## src/rtl/fm_pkg.sv

```systemverilog
// Shared types and helpers for the approximate FP multiplier pipeline.
package fm_pkg;

    // Operand special class; zero takes priority over infinity.
    typedef enum logic [1:0] {
        NORMAL = 2'd0,
        ZERO   = 2'd1,
        INF    = 2'd2
    } fm_class_e;

    // Exponent bias for an exp_w-bit exponent field.
    function automatic int unsigned fm_bias(input int unsigned exp_w);
        return (32'd1 << (exp_w - 32'd1)) - 32'd1;
    endfunction

    // Truncated-bit count: exponent magnitude banded by band_shift, capped at max_drop.
    function automatic int unsigned fm_drop_count(input int e_unb,
                                                  input int unsigned band_shift,
                                                  input int unsigned max_drop);
        int unsigned mag;
        mag = (e_unb < 0) ? 32'(-e_unb) : 32'(e_unb);
        mag = mag >> band_shift;
        return (mag > max_drop) ? max_drop : mag;
    endfunction

    // Signed zero encoding, right-aligned in a 64-bit word.
    function automatic logic [63:0] fm_zero_enc(input logic s,
                                                input int unsigned exp_w,
                                                input int unsigned man_w);
        logic [63:0] r;
        r = '0;
        r[exp_w + man_w] = s;
        return r;
    endfunction

    // Signed infinity encoding, right-aligned in a 64-bit word.
    function automatic logic [63:0] fm_inf_enc(input logic s,
                                               input int unsigned exp_w,
                                               input int unsigned man_w);
        logic [63:0] r;
        r = '0;
        for (int i = 0; i < 64; i++) begin
            if (i >= int'(man_w) && i < int'(man_w + exp_w)) begin
                r[i] = 1'b1;
            end
        end
        r[exp_w + man_w] = s;
        return r;
    endfunction

endpackage

```

## src/rtl/fm_drop_ctrl.sv

```systemverilog
// Precision control: number of low product bits to clear for a given unbiased exponent.
module fm_drop_ctrl
    import fm_pkg::*;
#(
    parameter int unsigned EXP_W      = 8,
    parameter int unsigned BAND_SHIFT = 4,
    parameter int unsigned MAX_DROP   = 7,
    parameter int unsigned DROP_W     = 4
) (
    input  logic [EXP_W+1:0]  e_unb,
    input  logic              approx,
    output logic [DROP_W-1:0] drop_c
);

    // Banded drop when approximation is enabled, otherwise exact.
    always_comb begin
        drop_c = '0;
        if (approx) begin
            drop_c = DROP_W'(fm_drop_count(int'($signed(e_unb)), BAND_SHIFT, MAX_DROP));
        end
    end

endmodule

```

## src/rtl/fm_approx_pipe.sv

```systemverilog
// Three-stage approximate floating-point multiplier with valid/ready flow control.
// Build option: FM_APPROX_SAT_EN saturates overflow to inf and underflow to zero;
// without it the exponent wraps to its low EXP_W bits.
module fm_approx_pipe
    import fm_pkg::*;
#(
    parameter int unsigned EXP_W      = 8,
    parameter int unsigned MAN_W      = 7,
    parameter int unsigned BAND_SHIFT = 4,
    parameter int unsigned MAX_DROP   = MAN_W,
    localparam int unsigned W         = 1 + EXP_W + MAN_W
) (
    input  logic         clk,
    input  logic         rst,
    input  logic         in_valid,
    output logic         in_ready,
    input  logic [W-1:0] in_a,
    input  logic [W-1:0] in_b,
    input  logic         in_approx,
    output logic         out_valid,
    input  logic         out_ready,
    output logic [W-1:0] out_data,
    output logic         out_ovf,
    output logic         out_unf
);

    localparam int unsigned EW     = EXP_W + 2;
    localparam int unsigned PW     = 2 * MAN_W + 2;
    localparam int unsigned FW     = MAN_W + 4;
    localparam int unsigned DROP_W = $clog2(MAX_DROP + 2);
    localparam int unsigned BIAS   = fm_bias(EXP_W);

    logic advance;

    // S1 combinational
    logic              sa, sb;
    logic [EXP_W-1:0]  ea, eb;
    logic [MAN_W-1:0]  ma, mb;
    logic [EW-1:0]     e_unb_c;
    logic [DROP_W-1:0] drop_c;
    fm_class_e         cls_c;

    // S1 registers
    logic              s1_valid, s1_s;
    logic [EW-1:0]     s1_e;
    logic [DROP_W-1:0] s1_drop;
    fm_class_e         s1_cls;
    logic [MAN_W-1:0]  s1_ma, s1_mb;

    // S2 combinational / registers
    logic [PW-1:0]     p_c;
    logic [FW-1:0]     f_c;
    logic              s2_valid, s2_s;
    logic [EW-1:0]     s2_e;
    fm_class_e         s2_cls;
    logic [FW-1:0]     s2_f;

    // S3 combinational
    logic [MAN_W-1:0]  mant_c;
    logic [EW-1:0]     e3_c;
    logic              ovf_c, unf_c;
    logic [W-1:0]      data_c;

    // Whole pipeline moves together unless a result is waiting on the consumer.
    assign advance  = !out_valid || out_ready;
    assign in_ready = advance;

    // S1: operand split, unbiased exponent and special classification.
    always_comb begin
        sa      = in_a[W-1];
        sb      = in_b[W-1];
        ea      = in_a[W-2 -: EXP_W];
        eb      = in_b[W-2 -: EXP_W];
        ma      = in_a[MAN_W-1:0];
        mb      = in_b[MAN_W-1:0];
        e_unb_c = EW'(ea) + EW'(eb) - EW'(2 * BIAS);
        cls_c   = NORMAL;
        if (ea == '0 || eb == '0) begin
            cls_c = ZERO;
        end else if (ea == '1 || eb == '1) begin
            cls_c = INF;
        end
    end

    fm_drop_ctrl #(
        .EXP_W      (EXP_W),
        .BAND_SHIFT (BAND_SHIFT),
        .MAX_DROP   (MAX_DROP),
        .DROP_W     (DROP_W)
    ) u_drop_ctrl (
        .e_unb  (e_unb_c),
        .approx (in_approx),
        .drop_c (drop_c)
    );

    // S1 stage register.
    always_ff @(posedge clk or posedge rst) begin
        if (rst) begin
            s1_valid <= 1'b0;
            s1_s     <= 1'b0;
            s1_e     <= '0;
            s1_drop  <= '0;
            s1_cls   <= NORMAL;
            s1_ma    <= '0;
            s1_mb    <= '0;
        end else if (advance) begin
            s1_valid <= in_valid;
            s1_s     <= sa ^ sb;
            s1_e     <= e_unb_c;
            s1_drop  <= drop_c;
            s1_cls   <= cls_c;
            s1_ma    <= ma;
            s1_mb    <= mb;
        end
    end

    // S2: exact significand product, keep the top FW bits, clear the dropped tail.
    always_comb begin
        p_c = PW'({1'b1, s1_ma}) * PW'({1'b1, s1_mb});
        f_c = FW'(p_c >> (MAN_W - 2));
        for (int i = 0; i < int'(FW); i++) begin
            if (i < int'(s1_drop)) begin
                f_c[i] = 1'b0;
            end
        end
    end

    // S2 stage register.
    always_ff @(posedge clk or posedge rst) begin
        if (rst) begin
            s2_valid <= 1'b0;
            s2_s     <= 1'b0;
            s2_e     <= '0;
            s2_cls   <= NORMAL;
            s2_f     <= '0;
        end else if (advance) begin
            s2_valid <= s1_valid;
            s2_s     <= s1_s;
            s2_e     <= s1_e;
            s2_cls   <= s1_cls;
            s2_f     <= f_c;
        end
    end

    // S3: normalise by one position at most, truncate, flag range and pack.
    always_comb begin
        if (s2_f[FW-1]) begin
            mant_c = s2_f[FW-2 -: MAN_W];
            e3_c   = s2_e + EW'(BIAS + 1);
        end else begin
            mant_c = s2_f[FW-3 -: MAN_W];
            e3_c   = s2_e + EW'(BIAS);
        end
        ovf_c  = !e3_c[EW-1] && (e3_c >= EW'((32'd1 << EXP_W) - 32'd1));
        unf_c  = e3_c[EW-1] || (e3_c == '0);
        data_c = {s2_s, e3_c[EXP_W-1:0], mant_c};
        case (s2_cls)
            ZERO: begin
                data_c = W'(fm_zero_enc(s2_s, EXP_W, MAN_W));
                ovf_c  = 1'b0;
                unf_c  = 1'b0;
            end
            INF: begin
                data_c = W'(fm_inf_enc(s2_s, EXP_W, MAN_W));
                ovf_c  = 1'b0;
                unf_c  = 1'b0;
            end
            default: begin
`ifdef FM_APPROX_SAT_EN
                if (ovf_c) begin
                    data_c = W'(fm_inf_enc(s2_s, EXP_W, MAN_W));
                end else if (unf_c) begin
                    data_c = W'(fm_zero_enc(s2_s, EXP_W, MAN_W));
                end
`endif
            end
        endcase
    end

    // Output register; holds steady while the consumer stalls.
    always_ff @(posedge clk or posedge rst) begin
        if (rst) begin
            out_valid <= 1'b0;
            out_data  <= '0;
            out_ovf   <= 1'b0;
            out_unf   <= 1'b0;
        end else if (advance) begin
            out_valid <= s2_valid;
            out_data  <= data_c;
            out_ovf   <= ovf_c;
            out_unf   <= unf_c;
        end
    end

endmodule

```

## config.mk

```make
export PLATFORM = sky130hd
export DESIGN_NAME = fm_approx_pipe
export DESIGN_NICKNAME = d
export VERILOG_FILES = /design/src/rtl/fm_pkg.sv /design/src/rtl/fm_drop_ctrl.sv /design/src/rtl/fm_approx_pipe.sv
export SDC_FILE = /design/constraint.sdc
export NUM_CORES = 1
export LEC_CHECK = 0
export BUFFER_PORTS_ARGS = -buffer_cell sky130_fd_sc_hd__buf_2
export CORE_UTILIZATION = 55
export CTS_BUF_LIST = sky130_fd_sc_hd__clkbuf_8
export CTS_CLUSTER_SIZE = 30
export DETAILED_ROUTE_END_ITERATION = 8
export GPL_TIMING_DRIVEN = 0
export PLACE_DENSITY = 0.76
export SYNTH_ARGS = -nofsm -noshare
export SYNTH_HDL_FRONTEND = slang
export SYNTH_HIERARCHICAL = 1
export SYNTH_SLANG_ARGS = --single-unit
export TNS_END_PERCENT = 5
```

## constraint.sdc

```tcl
create_clock -name clk -period 6.7 [get_ports clk]
set_clock_uncertainty 0.2 [all_clocks]
set_input_delay 0.335 -clock clk [delete_from_list [all_inputs] [get_ports clk]]
set_output_delay 0.335 -clock clk [all_outputs]
set_load 0.005 [all_outputs]
```

-- Yosys cells after proc, flatten, opt, wreduce, memory -nomap -nowiden
Cells that the tools add are included.
- add/subtract/negate cells: 5
- multiply operators: 1
- divide/modulo/power cells: 0
- order comparisons: 14
- equality and inequality tests: 4
- shift-type cells: 0
- muxes and demuxes: 21
- bitwise gates (word level): 1
- reductions and logical operators: 11
- operators by type and width (kind ; number):
    32-bit 2-to-1 mux ; 1
    10-bit negator with 32-bit output ; 1
    15-bit case mux with 2 select lines ; 1
    28-bit by 3-bit > comparator with 1-bit output, second input constant ; 1
    8-bit equality test, second input constant ; 2
    8-bit zero test ; 2
    3-bit by 4-bit less-than comparator with 1-bit output, first input constant ; 4
    8-bit by 8-bit multiplier with 16-bit output ; 1
    1-bit 2-to-1 mux ; 13
    4-bit less-than comparator, first input constant ; 3
    10-bit by 7-bit adder with 10-bit output, second input constant ; 1
    10-bit by 8-bit adder with 10-bit output, second input constant ; 1
    10-bit by 8-bit >= comparator with 1-bit output, second input constant ; 1
    10-bit zero test ; 1
    10-bit by 1-bit less-than comparator with 1-bit output, second input constant ; 1
    10-bit 2-to-1 mux ; 1
    9-bit by 8-bit subtractor with 10-bit output, second input constant ; 1
    8-bit by 8-bit adder with 9-bit output ; 1
    1-bit by 4-bit less-than comparator with 1-bit output, first input constant ; 2
    2-bit by 4-bit less-than comparator with 1-bit output, first input constant ; 2
    4-bit 2-to-1 mux ; 2
    7-bit 2-to-1 mux ; 1
    1-bit logical OR ; 4
    2-bit 2-to-1 mux ; 2
    other kinds (6) ; 7
- bits in registers: 76
- latch bits: 0
- RAM bits: 0
- bits in read-only memories: 0
- bits of input ports: 37
- output and inout bits: 20
- logic and storage cells: 73
- memories kept: 0

-- Logic depth before layout (Yosys ltp)
- depth in word-level cells: 7
- gate-level depth with buffers: 17
- gate-level depth less buffers: 17

-- Cells and area by module
Netlist, hierarchy kept.
- by module, submodules not included (module ; instances ; cells each ; area each (um^2) ; seq. area each (um^2)):
    fm_approx_pipe ; 1 ; 623 ; 5645.4 ; 1851.8
    fm_drop_ctrl ; 1 ; 17 ; 122.6 ; 0.0

-- Worst setup path after synthesis
OpenSTA, ideal clock, no wires.
- path type: reg2reg
- from: register s1_mb[6]
- to: register s2_f[10]
- setup time: 0.122 ns
- data arrival time: 4.401 ns
- required time: 6.378 ns
- setup slack: 1.977 ns
- stages on the path, launching flop included: 17
- path buffers: 0
- clock period less this slack: 4.723 ns
- cells stage by stage: dfrtp_1 -> and2_1 -> fa_1 -> inv_1 -> fa_1 -> inv_1 -> fa_1 -> inv_1 -> fa_1 -> inv_1 -> ha_1 -> nand3_1 -> nand2_1 -> a311oi_1 -> o21ai_1 -> or3b_1 -> a32o_1
- word-level cells in the longest chain between the ends: 2
- ends and longest elaborated chain (element ; line ; text):
    from (decl) ; fm_approx_pipe.sv:48 ; logic [MAN_W-1:0] s1_ma, s1_mb;
    from (signal assigned) ; fm_approx_pipe.sv:113 ; s1_mb <= mb;
    8-bit by 8-bit multiplier with 16-bit output ; fm_approx_pipe.sv:119 ; p_c = PW'({1'b1, s1_ma}) * PW'({1'b1, s1_mb});
    1-bit 2-to-1 mux ; fm_approx_pipe.sv:122 ; if (i < int'(s1_drop)) begin
    to (signal assigned) ; fm_approx_pipe.sv:135 ; s2_f <= '0;
    to (signal assigned) ; fm_approx_pipe.sv:141 ; s2_f <= f_c;
    to (decl) ; fm_approx_pipe.sv:56 ; logic [FW-1:0] s2_f;
Every way passes these cells.
A chain may end at the register's enable or synchronous reset.

-- Worst setup path in the final report
Same ends and word-level chain as after synthesis.

==> results by group <==
Route
  – Total number of vias: 4,760
  – DRT antenna net count: 0
  – Number of remaining DRC errors: 0
  – WL per Instance: 15.0 um
  – Vias per Instance: 5.53
  – TritonRoute pass-1 iters: 5
  – Initial DRC Count: 324
  – Drt total wl: 12,900 um

Critical path
  – Most frequent CP cell: fa_1
  – Worst reg2reg startpoint: s1_mb[6]
  – Crit-path max FO: 9
  – Worst R2R End: s2_f[10]
  – Crit path DAT: 5.11 ns
  – CP max stage delay: 0.55 ns
  – Worst path required time: 6.76 ns
  – Critical-path top delay cell: dfrtp_1
  – Worst Setup EP: s2_f[10]
  – R2R setup slack: 1.65 ns
  – Critical Path Start: s1_mb[6]
  – WS Path Type: reg -> reg
  – Worst reg2reg path depth: 15
  – Cell Chain, Critical Path: nand2_1, fa_1, inv_1, fa_1, fa_1, inv_1, fa_1, inv_1, ha_1, a21oi_1, nand2_1, a311oi_1, o21ai_1, or3b_1, a32o_1
  – Crit start category: flip-flop
  – Setup crit end kind: flip-flop

Logic synthesis
  – Synth Area in Adders: 23.7%
  – Netlist cell types: 64
  – Synth Area in Compound Gates: 11.3%
  – Post-Synth XOR/XNOR Area: 3.64%
  – Syn Nets: 764
  – Largest family of logic cells by synthesized area: adder cells
  – Most common cell in the netlist: nand2_1
  – Yosys reg bits: 74
  – Yosys top cell area share: 32.1%
  – Post-synth top cells: 142 x nand2_1, 74 x dfrtp_1, 73 x inv_1, 50 x ha_1, 37 x fa_1
  – Post-synth top area cell: dfrtp_1
  – Synth async-reset ratio: 100%
  – EDFF count, synth: 0
  – Synth top area cells: dfrtp_1 32%, fa_1 13%, ha_1 11%
  – Mean post-synth cell area: 9.01 um2
  – Netlist Area Pre-Place: 0.00577 mm2
  – Post-Synth Simple-Gate Area: 20.1%
  – Cells after synthesis: 640
  – Sequential area share after synthesis: 32.1%
  – Prevailing post-synth register cell: dfrtp_1
  – Mux cell area share after synthesis: 1.95%
  – Ys Warns: 6

CTS
  – Clk root buf: clkbuf_8
  – Clock Pin Slew Worst Setup and Hold Paths: 0.08 ns
  – Post_cts resized: 0
  – H-tree levels: 3
  – TritonCTS clock tree: done
  – Worst skew pair latency: 0.36 ns
  – Postcts setup bufs: 0
  – Cts hold-fix bufs: 15
  – Bufs on Longest Clock Path: 2
  – CTS Buf Count: 9
  – Clock Sinks: 74

Floorplanning
  – Row count: 37
  – Initial cell density of the core: 56.4%
  – Die area: 0.0109 mm2
  – Die Y: 104 um
  – DIE WIDTH: 104 um
  – # IOs: 57
  – Core area: 0.0102 mm2

Final layout
  – Share of layout cells above drive strength 1: 12.6%
  – Area Overhead vs Synth: 13.4%
  – Post-Route Utilization: 63.9%
  – Nets: 846
  – N_diodes: 0
  – Fin cells: 860
  – Filler cells: 862

STA
  – Setup Viol. Count Final: 0
  – Hold Fails Final Rpt: 50
  – WHS: -0.0329 ns
  – Setup TNS: 0 ns
  – Max-slew violations: 0
  – Worst rel slew slack: 40.3%
  – Slew @ Worst Pin: 0.896 ns
  – Final Cycle Share: 75.3%
  – Min Clock Period, post-route: 5.05 ns
  – RSZ-0062 raised after global routing: no
  – Max Clock Freq: 198 MHz

Outcome
  – Status: complete, but fails checks
  – Violated checks: negative hold slack

Global routing
  – Global-route wire length before repair: 21,800 um
  – Vias in the first global route: 4,726
  – Pin count of the biggest net entering global routing: 75
  – Overflow after GRT: 0
  – Initial antenna violation count: 0
  – GRT Total Usage: 25.3%

Pwr
  – PwrDens: 541 mW/mm2
  – Pleak: 3.32 nW
  – Max VDD drop: 0.463 mV

Placed design
  – GPL Wtd Cong: 0.874
  – Placed cell count: 832
  – PortBufs: 56
  – Hpwl dp: 9850 um

Worst hold path
  – Worst Hold Class: in -> async

Run
  – Max-cap violations: 0
[layout make-up]
type / count / area (um2) / share of cell area, %
buffer: 24 / 136 / 2.08
clock buffer: 9 / 124 / 1.89
clock inverter: 4 / 47.5 / 0.727
inverter: 74 / 280 / 4.28
multi-input combinational: 468 / 3500 / 53.5
sequential: 74 / 1850 / 28.3
tap: 136 / 170 / 2.60
timing repair buffer: 71 / 430 / 6.58
[cell usage in the layout (no fill, tap or decap), types with 4 or more instances in the layout]
cell           Yosys  final
ha_1              50     50
nor4_1             9      9
nor2_1            23     23
clkbuf_1          13     13
mux2i_1            9      9
inv_1             73     73
o21ai_0           26     26
dlygate4sd3_1      0     15
nand3_1           10     10
xnor2_1           20     20
and2_1            29     29
a32o_1             5      5
o31ai_1            4      4
fa_1              37     37
buf_6              4      4
buf_2              2     58
a21oi_1           18     18
nand2_1          142    142
a211oi_1           6      6
nand4_1            7      7
nor2b_1            5      5
clkbuf_8           1     10
and2_2             5      5
a21o_1             5      5
xor2_1             4      4
dfrtp_1           74     74
[cells by family after synthesis]
| logic type | after synthesis |
|---|---|
| mux | 11 |
| compound gates | 96 |
| fa+ha+maj | 87 |
| flops | 74 |
| simple gates | 249 |
| buf+inv | 98 |
| xor+xnor | 24 |
| other cells | 1 |
[stage by stage]
step                area (um2)  power, mW  setup WS [ns]  hold WS, ns
floorplan                 5770       2.60           1.98        0.230
global placement          6220       3.10           1.75        0.242
detailed placement        6220       3.19           1.67        0.250
CTS                       6540       3.54           1.65      0.00756
global route              6540       3.88           1.37       0.0573
finish                    6540       3.54           1.65      -0.0329
[flip-flops by register name (all words and copies together), names as in the netlist, 2 cells and up]
| signal | flops |
|---|---|
| out_data | 16 |
| s1_e | 10 |
| s2_e | 10 |
| s2_f | 9 |
| s1_ma | 7 |
| s1_mb | 7 |
| s1_drop | 4 |
| s1_cls | 2 |
| s2_cls | 2 |
[per-layer routing]
layer | part of all wire, % | global-route usage (%) | up-vias | wire (um)
met2 | 50 | 42.8 | 145 | 6460
li1 | - | - | 2286 | -
met5 | 0 | 0 | - | 0
met3 | 4.5 | 4.01 | 14 | 573
met4 | 1.4 | 7.76 | 0 | 179
met1 | 44 | 33.3 | 2315 | 5660
[how the worst min path moves through the flow]
stage | startpoint | endpoint | slack [ns]
after floorplan | s2_valid | s2_valid | 0.23
after global placement | s2_valid | s2_valid | 0.24
after detailed placement | out_data[15] | out_data[15] | 0.25
after CTS | rst | out_data[14] | 0.008
after global routing | rst | s2_f[7] | 0.06
final | rst | s2_f[9] | -0.03
[critical path: cells and delay by family (launching register included)]
| kind | cells | cell delay, ns |
|---|---|---|
| simple gates | 3 | 0.63 |
| flops | 1 | 0.55 |
| compound gates | 4 | 0.97 |
| fa+ha+maj | 5 | 2.44 |
| buf+inv | 3 | 0.14 |
[report_power, final]
part	total [mW]	internal [mW]	leakage, nW	switching (mW)
registers	0.767	0.615	0.910	0.152
clock network	0.327	0.164	0.0922	0.162
logic	2.45	1.07	2.31	1.38
total	3.54	1.85	3.32	1.69
(Power assumes the default switching activity.)
